<file path="config.mk">
export PLATFORM = sky130hd
export DESIGN_NAME = forward_tracker
export DESIGN_NICKNAME = d
export VERILOG_FILES = /design/src/rtl/forward_tracker_pkg.sv /design/src/rtl/forward_tracker_select.sv /design/src/rtl/forward_tracker.sv
export SDC_FILE = /design/constraint.sdc
export NUM_CORES = 1
export LEC_CHECK = 0
export ABC_AREA = 0
export BUFFER_PORTS_ARGS = -buffer_cell sky130_fd_sc_hd__buf_4
export CAP_MARGIN = 20
export CORE_AREA = 2 2 141 143
export DETAILED_ROUTE_END_ITERATION = 6
export DIE_AREA = 0 0 143 145
export GPL_TIMING_DRIVEN = 0
export SYNTH_ARGS = -nofsm -noshare
export SYNTH_HDL_FRONTEND = slang
export SYNTH_SLANG_ARGS = --single-unit
</file>
<file path="constraint.sdc">
create_clock -name clk -period 3.1 [get_ports clk]
set_input_delay 0.155 -clock clk [delete_from_list [all_inputs] [get_ports clk]]
set_output_delay 0.155 -clock clk [all_outputs]
set_load 0.005 [all_outputs]
</file>
<file path="src/rtl/forward_tracker_pkg.sv">
// Shared definitions for the forwarding tracker.
//   FWD_*          : select codes for the decode forwarding mux
//   entry_t        : one tracked pipeline stage (valid, destination, latency)
//   norm_lat       : maps an out-of-range latency (0 or 7) onto 1 (E)
package forward_tracker_pkg;

    localparam int NUM_SRC = 6;

    localparam logic [2:0] FWD_RF = 3'd0;
    localparam logic [2:0] FWD_E  = 3'd1;
    localparam logic [2:0] FWD_M  = 3'd2;
    localparam logic [2:0] FWD_M2 = 3'd3;
    localparam logic [2:0] FWD_M3 = 3'd4;
    localparam logic [2:0] FWD_M4 = 3'd5;
    localparam logic [2:0] FWD_M5 = 3'd6;

    typedef struct packed {
        logic       valid;
        logic [5:0] rd;
        logic [2:0] lat;
    } entry_t;

    function automatic logic [2:0] norm_lat(input logic [2:0] lat);
        return ((lat == 3'd0) || (lat == 3'd7)) ? 3'd1 : lat;
    endfunction

endpackage

</file>
<file path="src/rtl/forward_tracker_select.sv">
// Per-source priority match over the tracked stages.
//   entries   : in  stage entries, index 0 = E (youngest) .. DEPTH-1 = M5
//   src       : in  source register being read in decode
//   code      : out forwarding select (stage number of youngest match, 0 = RF)
//   not_ready : out youngest match has not yet produced its result
module forward_select
    import forward_tracker_pkg::*;
#(
    parameter int DEPTH = 6
) (
    input  entry_t [DEPTH-1:0] entries,
    input  logic   [5:0]       src,
    output logic   [2:0]       code,
    output logic               not_ready
);

    // Walk oldest to youngest so the youngest match is the one left standing;
    // an older ready copy can never hide a younger pending one.
    always_comb begin
        code      = FWD_RF;
        not_ready = 1'b0;
        for (int k = DEPTH - 1; k >= 0; k--) begin
            if ((src != 6'd0) && entries[k].valid && (entries[k].rd == src)) begin
                code      = 3'(k + 1);
                not_ready = (3'(k + 1) < entries[k].lat);
            end
        end
    end

endmodule

</file>
<file path="src/rtl/forward_tracker.sv">
// Tracks in-flight register writers across stages E..M5 and produces the
// decode forwarding selects plus a RAW-hazard stall.
//   clk, rst                    : clock, asynchronous active-high reset
//   dec_valid/regwrite/rd/lat   : decode instruction and its result latency
//   src0..src5, src_used        : decode source registers and which are consumed
//   flush, freeze               : kill decode instruction / hold every stage
//   forward0..forward5          : forwarding mux selects
//   stall                       : hold fetch/decode and bubble E
module forward_tracker
    import forward_tracker_pkg::*;
#(
    parameter int DEPTH = 6
) (
    input  logic       clk,
    input  logic       rst,
    input  logic       dec_valid,
    input  logic       dec_regwrite,
    input  logic [5:0] dec_rd,
    input  logic [2:0] dec_lat,
    input  logic [5:0] src0,
    input  logic [5:0] src1,
    input  logic [5:0] src2,
    input  logic [5:0] src3,
    input  logic [5:0] src4,
    input  logic [5:0] src5,
    input  logic [5:0] src_used,
    input  logic       flush,
    input  logic       freeze,
    output logic [2:0] forward0,
    output logic [2:0] forward1,
    output logic [2:0] forward2,
    output logic [2:0] forward3,
    output logic [2:0] forward4,
    output logic [2:0] forward5,
    output logic       stall
);

    entry_t [DEPTH-1:0]  entries_q;
    entry_t [DEPTH-1:0]  entries_d;
    entry_t              new_entry;
    logic   [5:0]        src_arr   [NUM_SRC];
    logic   [2:0]        fwd_arr   [NUM_SRC];
    logic   [NUM_SRC-1:0] not_ready;

    assign src_arr[0] = src0;
    assign src_arr[1] = src1;
    assign src_arr[2] = src2;
    assign src_arr[3] = src3;
    assign src_arr[4] = src4;
    assign src_arr[5] = src5;

    for (genvar i = 0; i < NUM_SRC; i++) begin : g_sel
        forward_select #(.DEPTH(DEPTH)) u_sel (
            .entries   (entries_q),
            .src       (src_arr[i]),
            .code      (fwd_arr[i]),
            .not_ready (not_ready[i])
        );
    end

    assign forward0 = fwd_arr[0];
    assign forward1 = fwd_arr[1];
    assign forward2 = fwd_arr[2];
    assign forward3 = fwd_arr[3];
    assign forward4 = fwd_arr[4];
    assign forward5 = fwd_arr[5];

    // Unused sources still get a select but cannot raise a hazard.
    assign stall = dec_valid & |(src_used & not_ready);

    always_comb begin
        new_entry.valid = dec_valid & dec_regwrite & ~stall & ~flush & (dec_rd != 6'd0);
        new_entry.rd    = dec_rd;
        new_entry.lat   = norm_lat(dec_lat);

        entries_d = entries_q;
        if (!freeze) begin
            for (int k = DEPTH - 1; k > 0; k--) begin
                entries_d[k] = entries_q[k-1];
            end
            entries_d[0] = new_entry;
        end
    end

    always_ff @(posedge clk or posedge rst) begin
        if (rst) begin
            entries_q <= '0;
        end else begin
            entries_q <= entries_d;
        end
    end

endmodule

</file>
==> metrics <==
Register-to-Register Setup Slack 0.53 ns; post-place setup slack -0.0683 ns; Layout Area Growth over Synthesis 15.9%; Primary FF master, synth sky130_fd_sc_hd__dfrtp_1; pin count of the biggest net entering global routing 40; static power due to leakage 2.29 nW; Detailed Route Iter0 Violations 463; Reg with most FFs entries_q; share of the synthesized area in the top cell type 29.9%; cell chosen for the clock root sky130_fd_sc_hd__clkbuf_16; dominant cells by area after synthesis sky130_fd_sc_hd__xnor2_1 (30%), sky130_fd_sc_hd__dfrtp_1 (25%), sky130_fd_sc_hd__mux2_2 (10%); TritonCTS clock tree yes; clock transition at the register clock pins on the worst setup and hold paths after CTS 0.06 ns; Req. time, crit path 2.94 ns; total routed wire length on the met1 layer 8630 microns; diode insertion count for antenna repair 0; FILL cells 2,011; worst hold start dec_rd[3]; uppermost signal routing layer after detailed routing met4; Worst VDD drop 0.252 mV; max FFs per register 60; fin util 35.6%; Reg2Reg Capture Point entries_q[9]; gpl congestion 0.967; number of nets in the final layout 753; measured slew at the worst slew-check pin 0.726 ns; worst hold margin 0.0583 ns; switching share of power 38.1%; global-route wire length before repair 31,500 microns; slew margin rel. 51.6%; Syn Area/Cell 8.68 sq um; maximum count of clock buffers along a single path 2; Gate Count Post-Synth 679; routed length on met2 9650 microns; Core Box Area 19,200 sq um; I/O pins 76; final global-route overflow total 0; horizontal die dimension 143 microns; share of synthesized area occupied by flip-flops and latches 25.5%; detailed route wirelength on metal3 1710 microns; clk_lat worst skew 0.33 ns; DR WL/cell 21.7 microns; type of origin of the critical path flop; total power consumption of the routed design 3.80 mW; clock net sink count 60; startpoint of the lowest-slack register-to-register path entries_q[6]; Routed WL 21,000 microns; max-slew violations 0; number of hold-slack violations in the final timing report 0; type of the setup path with the least slack flop to output pin; final setup violation count 0; share of flip-flops with an asynchronous set or reset 100%; clock share of power 28.3%; Synth Register Bits 60; count of cells along the worst register-to-register path 8; largest driver fanout on the critical path 8; H-tree depth 3; unrepaired setup endpoints after global routing no; leading area contributor after synthesis sky130_fd_sc_hd__xnor2_1; vias in the first global route 5,054; DR DRC count 0; number of synthesized flops with an enable pin 0; Yosys Warn Count 0; total number of vias 5,190; detailed-router iteration count before antenna repair 5; quantity of I/O buffers inserted on ports 38; y dimension of the die 145 microns; initial standard-cell utilization of the core 30.7%; total area of multi-input combinational cells 4060 sq um; P_int 2.35 mW; top achievable clock speed 328 MHz; Setup WS post-layout 0.0488 ns; Hold Path Depth 2; fraction of layout instances using a drive strength above 1 25.7%; Top Registers entries_q x60; max cap viols 0; count of nets left with antenna violations after detail routing 0; total standard cell area after synthesis 5890 sq um; PwrDens 556 nW/um^2; largest clock skew in the final design 0.00880 ns; number of buffers created by CTS 9; Placed Instance Area 6540 sq um; Hold WC Path Type primary input to flop; outcome complete, no violations; GRT Util Overall 20.5%; Placement Rows 51; area of the die 20,700 sq um; number of library cell types mapped by synthesis 52; startpoint of the most critical setup path entries_q[16]; ranking of synthesized cells by instance count sky130_fd_sc_hd__xnor2_1 (201), sky130_fd_sc_hd__dfrtp_1 (60), sky130_fd_sc_hd__clkbuf_1 (53), sky130_fd_sc_hd__mux2_2 (53), sky130_fd_sc_hd__nand3_1 (40); worst-case hold path end point entries_q[6]; sw power 1.45 mW; Seq pwr share 40.7%; post-route clock period utilization 98.4%; post-route cell area 6830 sq um; HPWL Detailed 15,300 microns; Min Clock Period, post-route 3.05 ns; total area of sequential cells 1540 sq um; initial antenna violation count 0; combinational group share of total power 31.0%; Arr. time, crit path 2.90 ns; endpoint class of the critical path output pin; average vias per placed instance 5.37; most common cell in the netlist sky130_fd_sc_hd__xnor2_1; synthesized netlist net count 736
==> metrics by stage <==
| stage | instances | TNS (ns) |
|---|---|---|
| 2_1_floorplan | 679 | 0 |
| 3_3_place_gp | 982 | -0.0782 |
| 3_5_place_dp | 984 | -0.0683 |
| 4_1_cts | 965 | 0 |
| 5_1_grt | 966 | 0 |
| 6_report | 966 | 0 |
==> per-layer routing <==
layer | track usage (%) | vias up
met5 | 0 | -
met4 | 9.80 | 0
met2 | 32.4 | 243
met1 | 27.1 | 2517
li1 | - | 2367
met3 | 3.23 | 63
==> layout by cell type (no fill, tap or decap), types with 17 or more instances in the layout <==
cell type / instances
sky130_fd_sc_hd__mux2_2: 53
sky130_fd_sc_hd__nand4_1: 33
sky130_fd_sc_hd__nor3_1: 27
sky130_fd_sc_hd__buf_2: 17
sky130_fd_sc_hd__nand3_1: 40
sky130_fd_sc_hd__dfrtp_2: 28
sky130_fd_sc_hd__nor2_1: 18
sky130_fd_sc_hd__dfrtp_1: 32
sky130_fd_sc_hd__buf_4: 42
sky130_fd_sc_hd__xnor2_1: 201
sky130_fd_sc_hd__nand2_1: 24
==> timing repair <==
action                                  4_1_cts  5_1_grt
buffers inserted                              0        3
endpoints found under the setup margin        1        1
hold endpoints to repair                     21        0
resized for setup                            12       24
hold buffers                                  1        0
==> critical path, stage by stage (launching register included) <==
cell                        delay (ns)
sky130_fd_sc_hd__dfrtp_1          0.73
sky130_fd_sc_hd__xnor2_1          0.18
sky130_fd_sc_hd__nand3_1          0.09
sky130_fd_sc_hd__or3_2            0.48
sky130_fd_sc_hd__o211a_1          0.16
sky130_fd_sc_hd__o2111ai_1        0.35
sky130_fd_sc_hd__and4_1           0.31
sky130_fd_sc_hd__a21boi_0         0.10
sky130_fd_sc_hd__buf_4            0.15
==> power by group through the flow <==
stage,clock network [mW],logic [mW],registers (mW)
final,1.07,1.18,1.55
after global routing,1.12,1.30,1.55
after CTS,1.09,1.15,1.51
after detailed placement,0,1.68,1.04
after global placement,0,1.64,1.03
after floorplan,0,1.26,1.00
==> cell families (layout without fill, tap and decap cells) <==
logic type / after synthesis / in the layout / synth area share [%]
XOR/XNOR: 216 / 216 / 32.1
AND/OR/NAND/NOR: 195 / 195 / 18.6
buffers and inverters: 92 / 114 / 6.39
AO/OA/AOI/OAI: 63 / 63 / 7.30
flip-flops: 60 / 60 / 25.5
multiplexers: 53 / 53 / 10.1
==> layout make-up <==
cell class / count / share of cell area, %
Buffer: 44 / 2.88
Clock buffer: 9 / 3.30
Clock inverter: 7 / 1.45
Inverter: 10 / 0.549
Multi-Input combinational cell: 527 / 59.5
Sequential cell: 60 / 22.5
Tap cell: 265 / 4.85
Timing Repair Buffer: 44 / 5.02
==> how the worst max path moves through the flow <==
stage            end  slack [ns]
2_1_floorplan  stall        0.82
3_3_place_gp   stall       -0.08
3_5_place_dp   stall       -0.07
4_1_cts        stall       0.004
5_1_grt        stall       0.005
6_report       stall        0.05
(Power assumes the default switching activity.)
